## src/rtl/synth_param_ctrl.sv

```systemverilog
// Four-parameter synth front-panel editor: sel cycles the edited parameter,
// up/down adjust it with per-parameter saturation or wrap.
module synth_param_ctrl #(
  parameter logic [2:0] OCT_DEFAULT = 3'd4,
  parameter logic [3:0] VOL_DEFAULT = 4'd8,
  parameter logic [3:0] VOL_MAX     = 4'd15
) (
  input  logic       clk,
  input  logic       rst,
  input  logic       btn_up,
  input  logic       btn_down,
  input  logic       btn_sel,
  output logic [1:0] param_idx,
  output logic [2:0] octave,
  output logic [1:0] waveform,
  output logic [3:0] volume,
  output logic [3:0] transpose,
  output logic       param_changed
);

  localparam int unsigned IDX_W   = 2;
  localparam int unsigned OCT_W   = 3;
  localparam int unsigned WAVE_W  = 2;
  localparam int unsigned VOL_W   = 4;
  localparam int unsigned TRANS_W = 4;
  localparam int unsigned BTN_W   = 3;

  localparam logic [OCT_W-1:0]          OCT_MAX   = OCT_W'(7);
  localparam logic signed [TRANS_W-1:0] TRANS_MAX = 4'sd6;
  localparam logic signed [TRANS_W-1:0] TRANS_MIN = -4'sd6;

  typedef enum logic [IDX_W-1:0] {
    EDIT_OCT   = 2'd0,
    EDIT_WAVE  = 2'd1,
    EDIT_VOL   = 2'd2,
    EDIT_TRANS = 2'd3
  } state_t;

  state_t               state, state_nxt;
  logic [BTN_W-1:0]     btn_q, btn_prev;
  logic [BTN_W-1:0]     evt_c;
  logic                 up_c, down_c, sel_c;
  logic [OCT_W-1:0]     oct_nxt;
  logic [WAVE_W-1:0]    wave_nxt;
  logic [VOL_W-1:0]     vol_nxt;
  logic [TRANS_W-1:0]   trans_nxt;
  logic                 changed_c;

  // Button bit order is {sel, down, up}; an event is "now high, was low".
  assign evt_c  = btn_q & ~btn_prev;
  assign sel_c  = evt_c[2];
  assign up_c   = evt_c[0] & ~evt_c[1];
  assign down_c = evt_c[1] & ~evt_c[0];

  // Next state and parameter values; sel wins over any same-cycle up/down.
  always_comb begin
    state_nxt = state;
    oct_nxt   = octave;
    wave_nxt  = waveform;
    vol_nxt   = volume;
    trans_nxt = transpose;
    if (sel_c) begin
      state_nxt = state_t'(IDX_W'(state) + IDX_W'(1));
    end else if (up_c || down_c) begin
      case (state)
        EDIT_OCT: begin
          if (up_c && octave != OCT_MAX)            oct_nxt = octave + OCT_W'(1);
          if (down_c && octave != '0)               oct_nxt = octave - OCT_W'(1);
        end
        EDIT_WAVE: begin
          if (up_c)                                 wave_nxt = waveform + WAVE_W'(1);
          if (down_c)                               wave_nxt = waveform - WAVE_W'(1);
        end
        EDIT_VOL: begin
          if (up_c && volume < VOL_MAX)             vol_nxt = volume + VOL_W'(1);
          if (down_c && volume != '0)               vol_nxt = volume - VOL_W'(1);
        end
        EDIT_TRANS: begin
          if (up_c && $signed(transpose) < TRANS_MAX)   trans_nxt = transpose + TRANS_W'(1);
          if (down_c && $signed(transpose) > TRANS_MIN) trans_nxt = transpose - TRANS_W'(1);
        end
        default: ;
      endcase
    end
  end

  assign changed_c = {oct_nxt, wave_nxt, vol_nxt, trans_nxt} !=
                     {octave, waveform, volume, transpose};

  // All state and outputs; reset also clears the edge-detect history.
  always_ff @(posedge clk) begin
    if (rst) begin
      btn_q         <= '0;
      btn_prev      <= '0;
      state         <= EDIT_OCT;
      octave        <= OCT_DEFAULT;
      waveform      <= '0;
      volume        <= VOL_DEFAULT;
      transpose     <= '0;
      param_changed <= 1'b0;
    end else begin
      btn_q         <= {btn_sel, btn_down, btn_up};
      btn_prev      <= btn_q;
      state         <= state_nxt;
      octave        <= oct_nxt;
      waveform      <= wave_nxt;
      volume        <= vol_nxt;
      transpose     <= trans_nxt;
      param_changed <= changed_c;
    end
  end

  assign param_idx = IDX_W'(state);

endmodule

```

## config.mk

```make
export PLATFORM = sky130hd
export DESIGN_NAME = synth_param_ctrl
export DESIGN_NICKNAME = d
export VERILOG_FILES = /design/src/rtl/synth_param_ctrl.sv
export SDC_FILE = /design/constraint.sdc
export NUM_CORES = 1
export LEC_CHECK = 0
export BUFFER_PORTS_ARGS = -buffer_cell sky130_fd_sc_hd__buf_2
export CORE_MARGIN = 5
export CORE_UTILIZATION = 49
export DETAILED_ROUTE_END_ITERATION = 6
export GPL_ROUTABILITY_DRIVEN = 0
export MAX_ROUTING_LAYER = met4
export PLACE_DENSITY = 0.74
export SYNTH_ARGS = -nofsm -noshare
export SYNTH_HDL_FRONTEND = slang
export SYNTH_SLANG_ARGS = --single-unit
```

## constraint.sdc

```tcl
create_clock -name clk -period 1.8 [get_ports clk]
set_clock_uncertainty 0.15 [all_clocks]
set_input_delay 0.09 -clock clk [delete_from_list [all_inputs] [get_ports clk]]
set_output_delay 0.09 -clock clk [all_outputs]
set_load 0.01 [all_outputs]
```

==> results.sh <==
export IMPL_numClockSinks=22
export IMPL_critical_path_arrival_ns=2.01
export IMPL_violations="negative setup slack"
export IMPL_slowest_stage="dfxtp_2"
export IMPL_required_ns=1.88
export IMPL_synth_fp_nets=163
export IMPL_netlist_instances=144
export IMPL_rsz0062_at_grt="true"
export IMPL_yosysUniqueCellTypes=37
export IMPL_ctsLongestPathBuffers=2
export IMPL_setup_viol=6
export IMPL_rows=18
export IMPL_end_kind="flop"
export IMPL_root_buffer="clkbuf_4"
export IMPL_syn_avg_cell_area_sq_um=8.654
export IMPL_tightest_slew_ns=0.4241
export IMPL_start_kind="flop"
export IMPL_path_cells="nand2b_4 > inv_2 > ha_4 > inv_4 > a31oi_4 > mux2_4 > nand2_4 > mux2_4"
export IMPL_grt_overflow_total=0
export IMPL_layout_commonest_cell="buf_4"
export IMPL_die_y_microns=60.43
export IMPL_path_clk_slew_ns=0.14
export IMPL_setup_tns_ns=-0.4566
export IMPL_routed_via_density=5.257
export IMPL_status="finished, violations left"
export IMPL_postRouteAntennaNets=0
export IMPL_async_reset_ff_share_pct=0
export IMPL_yosys_warnings=0
export IMPL_numPortBuffers=20
export IMPL_rrSetupSlack_ns=-0.12
export IMPL_finalHoldViolCount=0
export IMPL_synth_ff_type="dfxtp_1"
export IMPL_dieWidth_microns=60.43
export IMPL_avgRoutedWirePerCell_microns=14.58
export IMPL_critPathMaxFanout=4
export IMPL_clkLatencyLatePin_ns=0.32
export IMPL_max_cap_viol_count=0
export IMPL_via_count=1209
export IMPL_syn_to_final_growth_pct=50.40
export IMPL_slew_headroom_pct=71.36
export IMPL_layout_setup_ws_ns=-0.1245
export IMPL_maxSlewViolCount=0
export IMPL_wl_mm=3.353
export IMPL_critPathMaxStageDelay_ns=0.34
export IMPL_powerDensity_nw_per_um2=586.7
export IMPL_final_nets=220
export IMPL_grt_antenna_before_repair=0
export IMPL_htreeDepth=1
export IMPL_hold_path_class="reg -> reg"
export IMPL_core_area_sq_um=2455
export IMPL_grtUsageTotal_pct=18.68
export IMPL_synth_edf_count=0
export IMPL_ir_drop_v=0.0006529
export IMPL_diodes=0
export IMPL_io_pins=21
export IMPL_dp_slack_ns=-0.06920
export IMPL_cts_buffers=3
export IMPL_grt_max_degree=19
export IMPL_post_route_min_period_ns=1.925
export IMPL_worst_hold_slack_ns=0.3507
export IMPL_layout_common_cells="27 x buf_4, 20 x buf_2, 17 x dfxtp_1, 14 x nor2_1, 11 x ha_1"
export IMPL_cts_tree="built"
export IMPL_grt_first_pass_wirelength_mm=5.030
export IMPL_dp_hpwl_mm=2.125
export IMPL_drtIter0Drc=49
export IMPL_synth_seq_cells=22
export IMPL_synthTopCellsByArea="dfxtp_1 35%, ha_1 14%, nor2_1 4.5%, nor2b_1 4.5%, xnor2_1 4.2%"
export IMPL_synth_seq_area_share_pct=35.34
export IMPL_yosysTopAreaCell="dfxtp_1"
export IMPL_fin_crit_sh_pct=106.9
export IMPL_crit_top_cell="mux2_4"
export IMPL_clock_fmax_mhz=519.6
export IMPL_initial_core_util_pct=50.76
export IMPL_die_area_sq_um=3652
export IMPL_power_leakage_nw=0.8193
export IMPL_synth_top_cell_area_share_pct=35.34
export IMPL_drc=0
export IMPL_fin_util_pct=76.35
export IMPL_p_total_mw=1.100
export IMPL_drt_pass1_iter_count=5
export IMPL_syn_cell_area_sq_um=1246
export IMPL_grt_pass1_vias=1209
export IMPL_critPathKind="reg -> reg"
export IMPL_drive_gt1_share_pct=47.00
==> layout make-up <==
| class | instances | area, sq um |
|---|---|---|
| timing repair buffer | 55 | 385.4 |
| clock buffer | 3 | 22.52 |
| fill | 158 | 580.6 |
| multi-input combinational | 105 | 897.1 |
| tap | 30 | 37.54 |
| clock inverter | 1 | 30.03 |
| inverter | 14 | 55.05 |
| sequential | 22 | 446.7 |
==> timing repair <==
| action | 4_1_cts | 5_1_grt |
|---|---|---|
| endpoints found under the hold margin | 8 | 0 |
| hold buffers | 6 | 0 |
| pin swaps | 2 | 9 |
| setup endpoints to repair | 9 | 12 |
| resized for setup | 7 | 32 |
| setup buffers | 2 | 5 |
==> final timing paths <==
kind,start,end,cells past startpoint
setup reg to reg,btn_prev[1],transpose[2],8
hold / removal,btn_q[1],btn_prev[1],1
hold reg to reg,btn_q[1],btn_prev[1],1
setup / recovery,btn_prev[1],transpose[2],8
==> layer usage <==
layer  vias up  track usage (%)  wire (microns)
met5         -                -               0
met4         0            5.882             112
met3        13            3.404             146
met2        38            33.49            1757
met1       556            20.91            1337
li1        602                -               -
==> worst max-delay path, delay by kind of cell (launching register included) <==
kind | cells | cell delay (ns)
compound gates | 1 | 0.22
fa+ha+maj | 1 | 0.17
buf+inv | 2 | 0.12
flops | 1 | 0.34
mux | 2 | 0.63
simple gates | 2 | 0.21
==> logic make-up after synthesis <==
kind of cell | Yosys count | share of synthesized area (%)
multiplexers | 3 | 2.911
AND/OR/NAND/NOR | 55 | 22.79
flip-flops | 22 | 35.34
XOR/XNOR | 8 | 5.623
buffers and inverters | 17 | 5.221
AO/OA/AOI/OAI | 25 | 14.06
adder cells (fa/ha/maj) | 14 | 14.06
==> synth_stat cells, types with 2 or more instances <==
library cell  instances
inv_1                13
a21oi_1               8
a31oi_1               2
or2_2                 2
nand2_1              11
nand3_1               4
nor4_1                2
nand2b_1              3
o21ai_0               6
xor2_1                2
dfxtp_1              22
o21a_1                2
clkbuf_1              2
xnor2_1               6
nor2_1               15
nor3_1                2
ha_1                 14
nor2b_1               9
==> metrics by stage <==
| stage | area (sq um) | instances |
|---|---|---|
| 6_report | 1874 | 230 |
| 5_1_grt | 1874 | 230 |
| 4_1_cts | 1724 | 226 |
| 3_5_place_dp | 1580 | 214 |
| 3_3_place_gp | 1580 | 214 |
| 2_1_floorplan | 1289 | 144 |
==> registers in the layout, indices dropped and copies added, names as in the netlist <==
register and cells:
btn_q 3, waveform 2, param_idx 2, volume 4, octave 3, btn_prev 3
param_changed 1, transpose 4
==> power breakdown <==
group	total [mW]	leakage, nW	internal [mW]	switching, mW
clock	0.390	0.0279	0.225	0.164
combinational	0.194	0.610	0.0977	0.0966
sequential	0.516	0.181	0.503	0.0132
total	1.10	0.819	0.826	0.274
Note: power is estimated with default switching activity, not from simulation.
